### src/rtl/touch_event.sv
// Touch event conditioner: sampled debounce, press/release/hold pulses and a 4-tap filtered, clamped position.
// Optional macro TOUCH_EVT_ROTATE_EN rotates the reported position 90 degrees for a landscape panel.
module touch_event #(
  parameter logic [23:0] SAMPLE_DIV   = 24'd500000,
  parameter logic [3:0]  DEBOUNCE     = 4'd3,
  parameter logic [7:0]  HOLD_SAMPLES = 8'd50,
  parameter logic [15:0] XMAX         = 16'd239,
  parameter logic [15:0] YMAX         = 16'd319
) (
  input  logic        clk,
  input  logic        arstn,
  input  logic        touch,
  input  logic [15:0] touchx,
  input  logic [15:0] touchy,
  output logic        pressed,
  output logic        press_pulse,
  output logic        release_pulse,
  output logic        hold_pulse,
  output logic        pos_valid,
  output logic [15:0] posx,
  output logic [15:0] posy,
  output logic [2:0]  dbg_state
);

  typedef enum logic [2:0] {
    S_IDLE      = 3'd0,
    S_ARMING    = 3'd1,
    S_ACTIVE    = 3'd2,
    S_HELD      = 3'd3,
    S_RELEASING = 3'd4
  } state_t;

  state_t            state_q, state_d, base_st;
  logic [23:0]       tick_cnt_q, tick_cnt_d;
  logic [3:0]        deb_q, deb_d, deb_inc;
  logic [7:0]        hold_q, hold_d, hold_inc;
  logic              held_q, held_d;
  logic              pressed_q, pressed_d;
  logic              press_q, press_d, rel_q, rel_d, holdp_q, holdp_d, posv_q, posv_d;
  logic [3:0][15:0]  tx_q, tx_d, ty_q, ty_d;
  logic [15:0]       posx_q, posx_d, posy_q, posy_d;
  logic              tick, deb_done, load, shift;
  logic [17:0]       sum_x, sum_y;
  logic [15:0]       avg_x, avg_y, clamp_x, clamp_y;

  assign tick     = (tick_cnt_q == SAMPLE_DIV - 24'd1);
  assign deb_inc  = deb_q + 4'd1;
  assign deb_done = (deb_inc == DEBOUNCE);
  assign hold_inc = hold_q + 8'd1;

  always_comb begin
    state_d    = state_q;
    tick_cnt_d = tick ? 24'd0 : tick_cnt_q + 24'd1;
    deb_d      = deb_q;
    hold_d     = hold_q;
    held_d     = held_q;
    pressed_d  = pressed_q;
    press_d    = 1'b0;
    rel_d      = 1'b0;
    holdp_d    = 1'b0;
    load       = 1'b0;
    shift      = 1'b0;
    base_st    = state_q;
    if (tick) begin
      case (state_q)
        S_IDLE, S_ARMING: begin
          if (!touch) begin
            state_d = S_IDLE;
            deb_d   = 4'd0;
          end else if (deb_done) begin
            state_d   = S_ACTIVE;
            pressed_d = 1'b1;
            press_d   = 1'b1;
            load      = 1'b1;
            deb_d     = 4'd0;
            hold_d    = 8'd0;
          end else begin
            state_d = S_ARMING;
            deb_d   = deb_inc;
          end
        end
        S_ACTIVE, S_HELD, S_RELEASING: begin
          // base_st is where a touched sample returns to; the hold count only advances in ACTIVE.
          if (state_q == S_RELEASING) begin
            base_st = held_q ? S_HELD : S_ACTIVE;
          end else if (state_q == S_ACTIVE) begin
            hold_d = hold_inc;
            if (hold_inc == HOLD_SAMPLES) begin
              holdp_d = 1'b1;
              base_st = S_HELD;
            end
          end
          if (touch) begin
            state_d = base_st;
            shift   = 1'b1;
            deb_d   = 4'd0;
          end else if (deb_done) begin
            state_d   = S_IDLE;
            pressed_d = 1'b0;
            rel_d     = 1'b1;
            hold_d    = 8'd0;
            held_d    = 1'b0;
            deb_d     = 4'd0;
          end else begin
            state_d = S_RELEASING;
            held_d  = (base_st == S_HELD);
            deb_d   = deb_inc;
          end
        end
        default: state_d = S_IDLE;
      endcase
    end
  end

  always_comb begin
    tx_d = tx_q;
    ty_d = ty_q;
    if (load) begin
      tx_d = {4{touchx}};
      ty_d = {4{touchy}};
    end else if (shift) begin
      tx_d = {tx_q[2:0], touchx};
      ty_d = {ty_q[2:0], touchy};
    end
    sum_x   = {2'b00, tx_d[0]} + {2'b00, tx_d[1]} + {2'b00, tx_d[2]} + {2'b00, tx_d[3]};
    sum_y   = {2'b00, ty_d[0]} + {2'b00, ty_d[1]} + {2'b00, ty_d[2]} + {2'b00, ty_d[3]};
    avg_x   = sum_x[17:2];
    avg_y   = sum_y[17:2];
    clamp_x = (avg_x > XMAX) ? XMAX : avg_x;
    clamp_y = (avg_y > YMAX) ? YMAX : avg_y;
    posv_d  = load | shift;
    posx_d  = posx_q;
    posy_d  = posy_q;
    if (load | shift) begin
`ifdef TOUCH_EVT_ROTATE_EN
      posx_d = YMAX - clamp_y;
      posy_d = clamp_x;
`else
      posx_d = clamp_x;
      posy_d = clamp_y;
`endif
    end
  end

  always_ff @(posedge clk or negedge arstn) begin
    if (!arstn) begin
      state_q    <= S_IDLE;
      tick_cnt_q <= 24'd0;
      deb_q      <= 4'd0;
      hold_q     <= 8'd0;
      held_q     <= 1'b0;
      pressed_q  <= 1'b0;
      press_q    <= 1'b0;
      rel_q      <= 1'b0;
      holdp_q    <= 1'b0;
      posv_q     <= 1'b0;
      tx_q       <= '0;
      ty_q       <= '0;
      posx_q     <= 16'd0;
      posy_q     <= 16'd0;
    end else begin
      state_q    <= state_d;
      tick_cnt_q <= tick_cnt_d;
      deb_q      <= deb_d;
      hold_q     <= hold_d;
      held_q     <= held_d;
      pressed_q  <= pressed_d;
      press_q    <= press_d;
      rel_q      <= rel_d;
      holdp_q    <= holdp_d;
      posv_q     <= posv_d;
      tx_q       <= tx_d;
      ty_q       <= ty_d;
      posx_q     <= posx_d;
      posy_q     <= posy_d;
    end
  end

  assign pressed       = pressed_q;
  assign press_pulse   = press_q;
  assign release_pulse = rel_q;
  assign hold_pulse    = holdp_q;
  assign pos_valid     = posv_q;
  assign posx          = posx_q;
  assign posy          = posy_q;
  assign dbg_state     = state_q;

endmodule
### config.mk
export PLATFORM = sky130hd
export DESIGN_NAME = touch_event
export DESIGN_NICKNAME = d
export VERILOG_FILES = /design/src/rtl/touch_event.sv
export SDC_FILE = /design/constraint.sdc
export NUM_CORES = 1
export LEC_CHECK = 0
export ABC_CLOCK_PERIOD_IN_PS = 14500
export BUFFER_PORTS_ARGS = -buffer_cell sky130_fd_sc_hd__buf_2
export CAP_MARGIN = 20
export CELL_PAD_IN_SITES_DETAIL_PLACEMENT = 0
export CELL_PAD_IN_SITES_GLOBAL_PLACEMENT = 1
export CORE_MARGIN = 1.5
export CORE_UTILIZATION = 40
export DETAILED_ROUTE_END_ITERATION = 10
export PLACE_DENSITY = 0.79
export SLEW_MARGIN = 10
export SYNTH_ARGS = -nofsm -noshare
export SYNTH_HDL_FRONTEND = slang
export SYNTH_SLANG_ARGS = --single-unit
### constraint.sdc
create_clock -name clk -period 14.5 [get_ports clk]
set_clock_uncertainty 0.15 [all_clocks]
set_input_delay 0 -clock clk [delete_from_list [all_inputs] [get_ports clk]]
set_output_delay 0 -clock clk [all_outputs]
set_load 0.05 [all_outputs]
==> results of run 1 <==
[worst max-delay path, delay by kind of cell (launching register included)]
| kind | cells | cell delay, ns |
|---|---|---|
| and+or+nand+nor | 7 | 1.96 |
| adders and majority gates | 3 | 1.37 |
| buffers and inverters | 4 | 1.49 |
| AOI/OAI and AO/OA | 8 | 1.79 |
| muxes | 1 | 0.25 |
| DFF | 1 | 0.43 |
[per-stage QoR]
stage	cells	util [%]	hold WS (ns)	total power, mW	setup WS (ns)
3_3_place_gp	1667	43.6	-0.136	0.938	6.99
2_1_floorplan	1242	-	-0.446	0.859	8.19
3_5_place_dp	1667	43.6	-0.134	0.940	6.88
5_1_grt	1747	47.6	0.171	1.65	6.25
4_1_cts	1745	47.6	0.109	1.58	6.89
6_report	1747	47.6	0.137	1.56	6.86
[kinds of logic after synthesis]
logic type	Yosys count	share of synthesized area, %
buffers and inverters	190	5.84
adder cells (fa/ha/maj)	99	14.0
XOR/XNOR	54	3.86
flip-flops	205	41.9
AND/OR/NAND/NOR	361	13.9
multiplexers	102	8.35
AO/OA/AOI/OAI	231	12.1
[power breakdown]
group          internal (mW)  switching [mW]  leakage, nW  total (mW)
registers              0.590         0.00892         2.64       0.599
clock network          0.381           0.244        0.397       0.625
logic                  0.144           0.194         4.01       0.338
[final cells by class]
class,instances,area (sq um),area share (%)
sequential,205,5130,36.1
tap,390,488,3.43
clock buffer,29,671,4.72
clock inverter,13,150,1.06
inverter,143,537,3.77
antenna,2,5.00,0.0352
timing repair buffer,118,817,5.74
multi-input combinational,847,6420,45.2
[layer usage]
layer / vias to the layer above / share of wire (%) / routed length [um]
li1: 4355 / - / -
met1: 4309 / 48 / 12200
met2: 101 / 47 / 12000
met3: 40 / 2.9 / 747
met4: 2 / 2.3 / 584
met5: - / 0.047 / 12
[repair_timing]
| action | in CTS | in global routing |
|---|---|---|
| hold buffers | 36 | 0 |
| setup endpoints to repair | 0 | 0 |
| hold endpoints to repair | 205 | 0 |
| resized for setup | 0 | 0 |
[path summary, 6_finish.rpt]
path,start,cells after the start,endpoint
setup / recovery,tick_cnt_q[6]$_DFF_PN0_,23,posx[7]$_DFFE_PN0P_
hold / removal,touchy[12],4,ty_q[12]$_DFF_PN0_
setup reg to reg,tick_cnt_q[6]$_DFF_PN0_,23,posx[7]$_DFFE_PN0P_
hold reg to reg,posx[9]$_DFFE_PN0P_,1,posx[9]$_DFFE_PN0P_
max in group asynchronous,arstn,4,posy[9]$_DFFE_PN0P_
min in group asynchronous,arstn,4,ty_q[18]$_DFF_PN0_
[state kept, by name, summed over array words and instances (netlist names)]
name / cells
dbg_state: 3
pressed: 1
held_q: 1
hold_pulse: 1
posy: 16
ty_q: 64
press_pulse: 1
hold_q: 8
deb_q: 4
pos_valid: 1
release_pulse: 1
tick_cnt_q: 24
posx: 16
tx_q: 64
[placed cells by master, fill, tap and decap left out, types with 4 or more instances in the layout]
cell,Yosys,routed
a21o_1,51,51
a21oi_1,97,97
a22o_1,4,4
a31oi_1,13,13
and2_1,19,19
and3_1,11,10
buf_2,2,73
buf_4,0,8
clkbuf_16,0,25
clkbuf_8,0,4
clkinv_2,0,6
clkinvlp_4,0,4
dfrtp_1,205,205
dlygate4sd3_1,0,35
fa_1,64,64
ha_1,35,35
inv_1,142,142
mux2i_1,101,101
nand2_1,143,143
nand2b_1,6,6
nand3_1,28,27
nand4_1,11,11
nor2_1,92,91
nor2b_1,6,6
nor3_1,13,13
nor4_1,7,6
o21a_1,5,5
o21ai_0,21,21
o22a_1,6,6
o31ai_1,4,4
or4_1,4,4
xnor2_1,32,32
xor2_1,22,22
==> impl_metrics.tcl, run 1 <==
set metrics [dict create \
    area_delta_synth_final_pct 16.1 \
    die_w_um 178 \
    clk_latency_ns 0.53 \
    finish.instance_area_sq_um 14200 \
    grt_start_max_net_pins 77 \
    htree_levels 1 \
    fill_cells 2818 \
    drc 0 \
    grt_pass1_wl_um 43400 \
    dpl_cell_area_sq_um 13000 \
    outcome "finished clean" \
    rows 63 \
    wl_per_cell_um 14.6 \
    cp_data_arrival_time_ns 7.88 \
    first_global_vias 8842 \
    yosysTopAreaCell "dfrtp_1" \
    via_per_inst 5.04 \
    async_reset_ff_share_pct 100 \
    place.gp.congestion 0.811 \
    finalNetCount 1473 \
    track_usage_pct 16.8 \
    initialDrtViolationCount 496 \
    tns_ns 0 \
    cp-start-kind "flip-flop" \
    cts_root_buffer "clkbuf_16" \
    met1_usage_pct 23.4 \
    numPortBuffers 74 \
    synth-seq-cells 205 \
    cts.sinks 205 \
    synth_area_leaders "dfrtp_1 (42%), fa_1 (10%), mux2i_1 (8.3%)" \
    max_cap_violations 0 \
    max_freq_ghz 0.131 \
    cts_buffers 24 \
    slowest_stage "buf_4" \
    ios 75 \
    yosysMostFrequentCell "dfrtp_1" \
    yosys.area.top_type_share_pct 41.9 \
    worst_slew_pin_slew_ns 0.974 \
    place_hpwl_um 17700 \
    finalSetupViolations 0 \
    p_per_area_nw_per_um2 110 \
    worstPathCellList "or4b_2, nor3_1, nand4_1, nor2_4, buf_4, buf_4, mux2i_1, a21oi_1, fa_1, inv_1, fa_1, inv_1, ha_1, a21oi_1, a21boi_0, o22ai_1, o21ai_0, a2111oi_0, nor2_1, nor3_1, a31oi_1, nor4b_4, a21oi_1" \
    netlist_area_sq_um 12200 \
    cts_setup_buffers 0 \
    worst_setup_path_end_kind "flip-flop" \
    p_leak_nw 7.05 \
    syn_avg_cell_area_sq_um 9.86 \
    timing.final.crit_share_pct 52.7 \
    worst_ep_required_time_ns 14.74 \
    slowest_delay_ns 0.70 \
    synth-edff-count 0 \
    hold_viol 0 \
    met2_usage_pct 27.5 \
    post-route-min-period_ns 7.64 \
    initial_core_util_pct 41.0 \
    rsz0062_at_grt "false" \
    grt_remaining_overflow 0 \
    crit_path_frequent_cell "a21oi_1" \
    ant_nets 0 \
    wirelength_um 25500 \
    hold_class "in -> reg" \
    clk_path_buf_depth 3 \
    die_h_um 178 \
    yosysSeqAreaShare_pct 41.9 \
    netlist_instances 1242 \
    synth_fp_nets 1376 \
    reg2reg_slack_ns 6.86 \
    drive_gt1_share_pct 10.4 \
    use_met3_pct 2.31 \
    drt_pass1_iterations 5 \
    cts.clk_slew.worst_paths_ns 0.06 \
    worstPathMaxFanout 54 \
    crit_type "reg -> reg" \
    yosys_warnings 0 \
    synth_common_cells "dfrtp_1 (205), nand2_1 (143), inv_1 (142)" \
    busiest_layer "met2" \
    ys_types 64 \
    slew_headroom_pct 35.1 \
    core_area_sq_um 29900 \
    drv_slew 0 \
    vias 8807 \
    tritoncts "yes" \
    die_area_sq_um 31700 \
    antenna_found_initial 3 \
    vdd_drop_max_v 0.0000716 \
    synthFlopType "dfrtp_1" \
]
(Power assumes the default switching activity.)
==> inputs of run 2 (changes only) <==
- ABC_CLOCK_PERIOD_IN_PS: 14500 -> 6340
- PLACE_DENSITY: 0.79 -> 0.82
- clock period: 14.5 -> 6.34 ns (I/O delays scaled with it)
==> run 2 against run 1 <==
First-iteration DRC count decreased by 22%. Clock-buffer cell count increased by 7. Cell count increased by 2.9%. Power increased by 130%. Cell area increased by 5.0%. Critical path depth decreased by 1. Combinational power increased to 2.6 times the previous value.
==> impl_metrics.tcl, run 2 (same netlist as run 1, synthesis figures left out) <==
set metrics [dict create \
    outcome "finished clean" \
    p_switching_mw 1.06 \
    post-route-min-period_ns 6.11 \
    rows 63 \
    timing.final.crit_share_pct 96.4 \
    via_per_inst 5.05 \
    grt_start_max_net_pins 76 \
    area_delta_synth_final_pct 22.0 \
    slew_headroom_pct 34.3 \
    final_common_cell "dfrtp_1" \
    track_usage_pct 17.0 \
    core_area_sq_um 29900 \
    crit_type "reg -> reg" \
    place_hpwl_um 18800 \
    finish.instance_area_sq_um 14900 \
    crit_path_frequent_cell "a21oi_1" \
    cp-start-kind "flip-flop" \
    dpl_cell_area_sq_um 13400 \
    worstPathMaxFanout 24 \
    fin_util_pct 50.0 \
    grt_remaining_overflow 0 \
    seq_power_share_pct 38.3 \
    antenna_found_initial 1 \
    cts.sinks 205 \
    initialDrtViolationCount 386 \
    swShare_pct 29.6 \
    die_area_sq_um 31700 \
    rsz0062_at_grt "false" \
    largestRegisters "tx_q x64, ty_q x64, tick_cnt_q x24" \
    tritoncts "yes" \
    drt_pass1_iterations 7 \
    drv_slew 0 \
    worstPathCellList "or4b_4, or4_1, or3_4, buf_12, nor2_1, a21oi_1, fa_1, inv_1, fa_1, inv_1, ha_1, a21oi_2, o21ai_0, a21oi_1, o21ai_0, a21o_1, a31oi_1, xnor2_1, a211o_1, nor4b_4, buf_4, a21oi_1" \
    finalSetupViolations 0 \
    cp_data_arrival_time_ns 6.36 \
    worst_ep_required_time_ns 6.59 \
    power.internal_mw 2.52 \
    die_h_um 178 \
    crit_family "simple AND/OR/NAND/NOR gates" \
    max_cap_violations 0 \
    slowest_delay_ns 0.58 \
    setup_slack_ns 0.228 \
    initial_core_util_pct 41.0 \
    power.share.clock_pct 36.9 \
    tns_ns 0 \
    p_leak_nw 7.37 \
    die_w_um 178 \
    worst_setup_path_end_kind "flip-flop" \
    wirelength_um 27100 \
    cts_root_buffer "clkbuf_16" \
    vias 9073 \
    worst_slew_pin_slew_ns 0.985 \
    dp_worst_setup_slack_ns -0.0296 \
    hold_class "in -> reg" \
    drc 0 \
    grt_pass1_wl_um 43900 \
    p_per_area_nw_per_um2 239 \
    clk_path_buf_depth 3 \
    clk_latency_ns 0.52 \
    combPwrFrac_pct 24.8 \
    finalNetCount 1526 \
    ios 75 \
    fill_cells 2726 \
    ant_nets 0 \
    max_freq_ghz 0.164 \
    cts.clk_slew.worst_paths_ns 0.06 \
    hold_viol 0 \
    cts_buffers 24 \
    hold_ws_ns 0.138 \
    final_cell_mix "dfrtp_1 (205), nand2_1 (142), inv_1 (142)" \
    drive_gt1_share_pct 16.3 \
    path_buf_inv 4 \
    place.gp.congestion 0.822 \
    htree_levels 1 \
    vdd_drop_max_v 0.000194 \
    numPortBuffers 74 \
    first_global_vias 8999 \
    wl_per_cell_um 15.1 \
    slowest_stage "or4b_4" \
]
[run 2: cell count changes in the layout (fill, tap and decap cells not counted), sizes merged]
cell and change:
bufinv -3, clkinvlp -3, clkinv -2, buf +51, diode -1, clkbuf +9
[run 2: power groups by stage]
stage | sequential [mW] | clock [mW] | combinational (mW)
final | 1.37 | 1.32 | 0.888
after detailed placement | 1.39 | 0 | 0.799
after floorplan | 1.39 | 0 | 0.577
after CTS | 1.37 | 1.35 | 0.826
after global placement | 1.39 | 0 | 0.789
after global routing | 1.37 | 1.40 | 0.998
[run 2: layout make-up]
cell class / count / area, sq um / share of cell area (%)
clock inverters: 5 / 31.3 / 0.209
flip-flops and latches: 205 / 5130 / 34.3
clock buffers: 36 / 717 / 4.80
multi-input cells: 847 / 6670 / 44.7
diodes: 1 / 2.50 / 0.0168
well taps: 390 / 488 / 3.27
inverters: 143 / 537 / 3.59
repair buffers: 171 / 1360 / 9.11
[run 2: worst register-to-register path, stage by stage (launching register included)]
cell     delay, ns
dfrtp_1       0.40
or4b_4        0.58
or4_1         0.55
or3_4         0.52
buf_12        0.20
nor2_1        0.17
a21oi_1       0.11
fa_1          0.53
inv_1         0.06
fa_1          0.50
inv_1         0.04
ha_1          0.36
a21oi_2       0.17
o21ai_0       0.16
a21oi_1       0.18
o21ai_0       0.09
a21o_1        0.18
a31oi_1       0.20
xnor2_1       0.10
a211o_1       0.26
nor4b_4       0.25
buf_4         0.19
a21oi_1       0.07
[run 2: routing by layer]
metal	track usage, %	part of all wire, %	vias to the layer above
met5	0	0	-
li1	-	-	4470
met1	23.4	46	4425
met2	28.5	48	149
met4	3.71	1.8	0
met3	2.51	3.9	29
[run 2: final timing paths]
kind | start | endpoint | slack, ns | cells after the start
max | tick_cnt_q[23]$_DFF_PN0_ | posx[5]$_DFFE_PN0P_ | 0.23 | 22
min | touchy[11] | ty_q[11]$_DFF_PN0_ | 0.14 | 4
max reg2reg | tick_cnt_q[23]$_DFF_PN0_ | posx[5]$_DFFE_PN0P_ | 0.23 | 22
min reg2reg | posy[10]$_DFFE_PN0P_ | posy[10]$_DFFE_PN0P_ | 0.33 | 1
max in group asynchronous | arstn | tx_q[24]$_DFF_PN0_ | 4.63 | 4
min in group asynchronous | arstn | ty_q[49]$_DFF_PN0_ | 0.49 | 4
[run 2: per-stage QoR]
step	cells	total power, mW
CTS	1780	3.55
detailed placement	1702	2.19
floorplan	1242	1.96
global route	1798	3.78
finish	1798	3.58
global placement	1702	2.18
[run 2: timing repair]
action	in CTS	in global routing
pin swaps	2	19
hold endpoints to repair	203	0
endpoints found under the setup margin	13	17
resized for setup	0	60
buffers inserted	1	15
hold buffers	36	0
cloned	0	2
==> inputs of run 3 (changes only) <==
- ABC_CLOCK_PERIOD_IN_PS: 6340 -> 5530
- clock period: 6.34 -> 5.53 ns (I/O delays scaled with it)
==> run 3 against run 2 <==
Global-route usage grew 1.9 points. Cell count grew 9.8%. Cell area rose by 11%. Register-to-register slack got worse by 0.53 ns. The run now ends with negative setup slack left. Critical endpoint is now posy[0]$_DFFE_PN0P_. Critical path depth down 1. Core utilization increased by 5.4 points.
==> impl_metrics.tcl, run 3 (same netlist as run 1, synthesis figures left out) <==
set metrics [dict create \
    outcome "complete, but fails checks" \
    violations "negative setup slack" \
    via_per_inst 4.93 \
    largestRegisters "tx_q x64, ty_q x64, tick_cnt_q x24" \
    vias 9732 \
    htree_levels 1 \
    total_power_mw 4.38 \
    place_hpwl_um 21000 \
    finalNetCount 1703 \
    clk_latency_ns 0.53 \
    antenna_found_initial 1 \
    worst_slew_pin_slew_ns 0.951 \
    cts.clk_slew.worst_paths_ns 0.06 \
    num_antenna_cells 0 \
    ant_nets 0 \
    finalSetupViolations 17 \
    initialDrtViolationCount 478 \
    place.gp.congestion 0.844 \
    setup_slack_ns -0.306 \
    wirelength_um 29300 \
    worst_setup_path_end_kind "flip-flop" \
    drc 0 \
    max_cap_violations 0 \
    ios 75 \
    die_area_sq_um 31700 \
    first_global_vias 9920 \
    swShare_pct 29.0 \
    cts_root_buffer "clkbuf_16" \
    p_per_area_nw_per_um2 265 \
    clk_path_buf_depth 3 \
    drv_slew 0 \
    die_w_um 178 \
    drive_gt1_share_pct 28.7 \
    initial_core_util_pct 41.0 \
    vdd_drop_max_v 0.000217 \
    rows 63 \
    hold_viol 0 \
    power.share.clock_pct 35.9 \
    core_area_sq_um 29900 \
    crit_path_frequent_cell "a21o_1" \
    crit_family "simple AND/OR/NAND/NOR gates" \
    grt_start_max_net_pins 118 \
    area_delta_synth_final_pct 35.2 \
    hold_class "in -> async" \
    worstPathMaxFanout 17 \
    tritoncts "yes" \
    tns_ns -4.68 \
    rsz0062_at_grt "true" \
    fin_util_pct 55.4 \
    worstPathCellList "or4b_4, or4_4, or3_4, buf_12, buf_4, a21oi_2, fa_1, inv_1, fa_1, inv_2, ha_4, a21o_1, a21o_1, a21o_1, a21o_1, a21oi_2, nand2_1, xor2_1, or2_1, a211o_4, o22a_1" \
    worst_ep_required_time_ns 5.78 \
    numPortBuffers 74 \
    cp-start-kind "flip-flop" \
    drt_pass1_iterations 5 \
    cts.sinks 205 \
    combPwrFrac_pct 28.2 \
    cp_data_arrival_time_ns 6.09 \
    die_h_um 178 \
    place_inst 1878 \
    p_leak_nw 8.30 \
    timing.final.crit_share_pct 106 \
    slowest_stage "or4b_4" \
    wl_per_cell_um 14.8 \
    grt_remaining_overflow 0 \
    final_common_cell "buf_4" \
    power.internal_mw 3.11 \
    post-route-min-period_ns 5.84 \
    max_freq_ghz 0.171 \
    track_usage_pct 18.9 \
    stdcell_count 1974 \
    slew_headroom_pct 36.6 \
    cts_buffers 25 \
    grt_pass1_wl_um 48400 \
    path_buf_inv 4 \
    crit_type "reg -> reg" \
    final_cell_mix "buf_4 (221), dfrtp_1 (205), nand2_1 (142)" \
    p_switching_mw 1.27 \
    seq_power_share_pct 35.9 \
    slowest_delay_ns 0.53 \
]
run 3: power by group through the flow:
stage | registers (mW) | logic (mW) | clock network, mW
after floorplan | 1.59 | 0.691 | 0
after global placement | 1.60 | 1.11 | 0
after detailed placement | 1.60 | 1.13 | 0
after CTS | 1.57 | 1.20 | 1.62
after global routing | 1.58 | 1.37 | 1.69
final | 1.57 | 1.24 | 1.58
run 3: through the flow:
| step | hold WS (ns) | setup WS [ns] | area [sq um] |
|---|---|---|---|
| floorplan | -0.446 | -0.379 | 12500 |
| global route | 0.135 | -0.579 | 16600 |
| CTS | 0.0978 | -0.350 | 16300 |
| detailed placement | 0.0770 | -0.445 | 14900 |
| global placement | 0.0556 | -0.346 | 14900 |
| finish | 0.0639 | -0.306 | 16600 |
run 3: worst paths after layout:
check | end | startpoint | cells after the start | slack (ns)
min | press_pulse$_DFF_PN0_ | arstn | 2 | 0.06
max reg2reg | posy[0]$_DFFE_PN0P_ | tick_cnt_q[9]$_DFF_PN0_ | 21 | -0.31
min reg2reg | posy[15]$_DFFE_PN0P_ | posy[15]$_DFFE_PN0P_ | 1 | 0.33
max | posy[0]$_DFFE_PN0P_ | tick_cnt_q[9]$_DFF_PN0_ | 21 | -0.31
max in group asynchronous | tx_q[48]$_DFF_PN0_ | arstn | 3 | 4.01
min in group clk | ty_q[14]$_DFF_PN0_ | touchy[14] | 4 | 0.14
run 3: per-layer routing:
layer  track usage (%)  up-vias  part of all wire, %
li1                  -     4827                    -
met1              26.4     4737                   48
met2              31.1      130                   47
met3              2.72       36                  3.6
met4              4.06        2                  1.5
met5                 0        -                0.034
run 3: worst reg2reg max path: stages, from the launching register on:
cell     delay (ns)
dfrtp_1        0.37
or4b_4         0.53
or4_4          0.53
or3_4          0.40
buf_12         0.18
buf_4          0.17
a21oi_2        0.17
fa_1           0.44
inv_1          0.09
fa_1           0.44
inv_2          0.09
ha_4           0.21
a21o_1         0.18
a21o_1         0.17
a21o_1         0.18
a21o_1         0.19
a21oi_2        0.19
nand2_1        0.09
xor2_1         0.17
or2_1          0.23
a211o_4        0.37
o22a_1         0.19
run 3: final cells by class:
type | count | area (sq um)
Sequential cell | 205 | 5130
Clock buffer | 34 | 719
Fill cell | 2600 | 13300
Inverter | 143 | 537
Timing Repair Buffer | 347 | 2700
Multi-Input combinational cell | 847 | 6910
Clock inverter | 8 | 68.8
Tap cell | 390 | 488
run 3: what timing repair did:
item                                   in CTS  in global routing
gates resized for setup                    46                 42
hold buffers                               34                  0
endpoints found under the hold margin     252                  0
setup buffers                               9                  8
gates cloned                                2                  1
setup endpoints to repair                  17                 17
pin swaps                                   9                  8
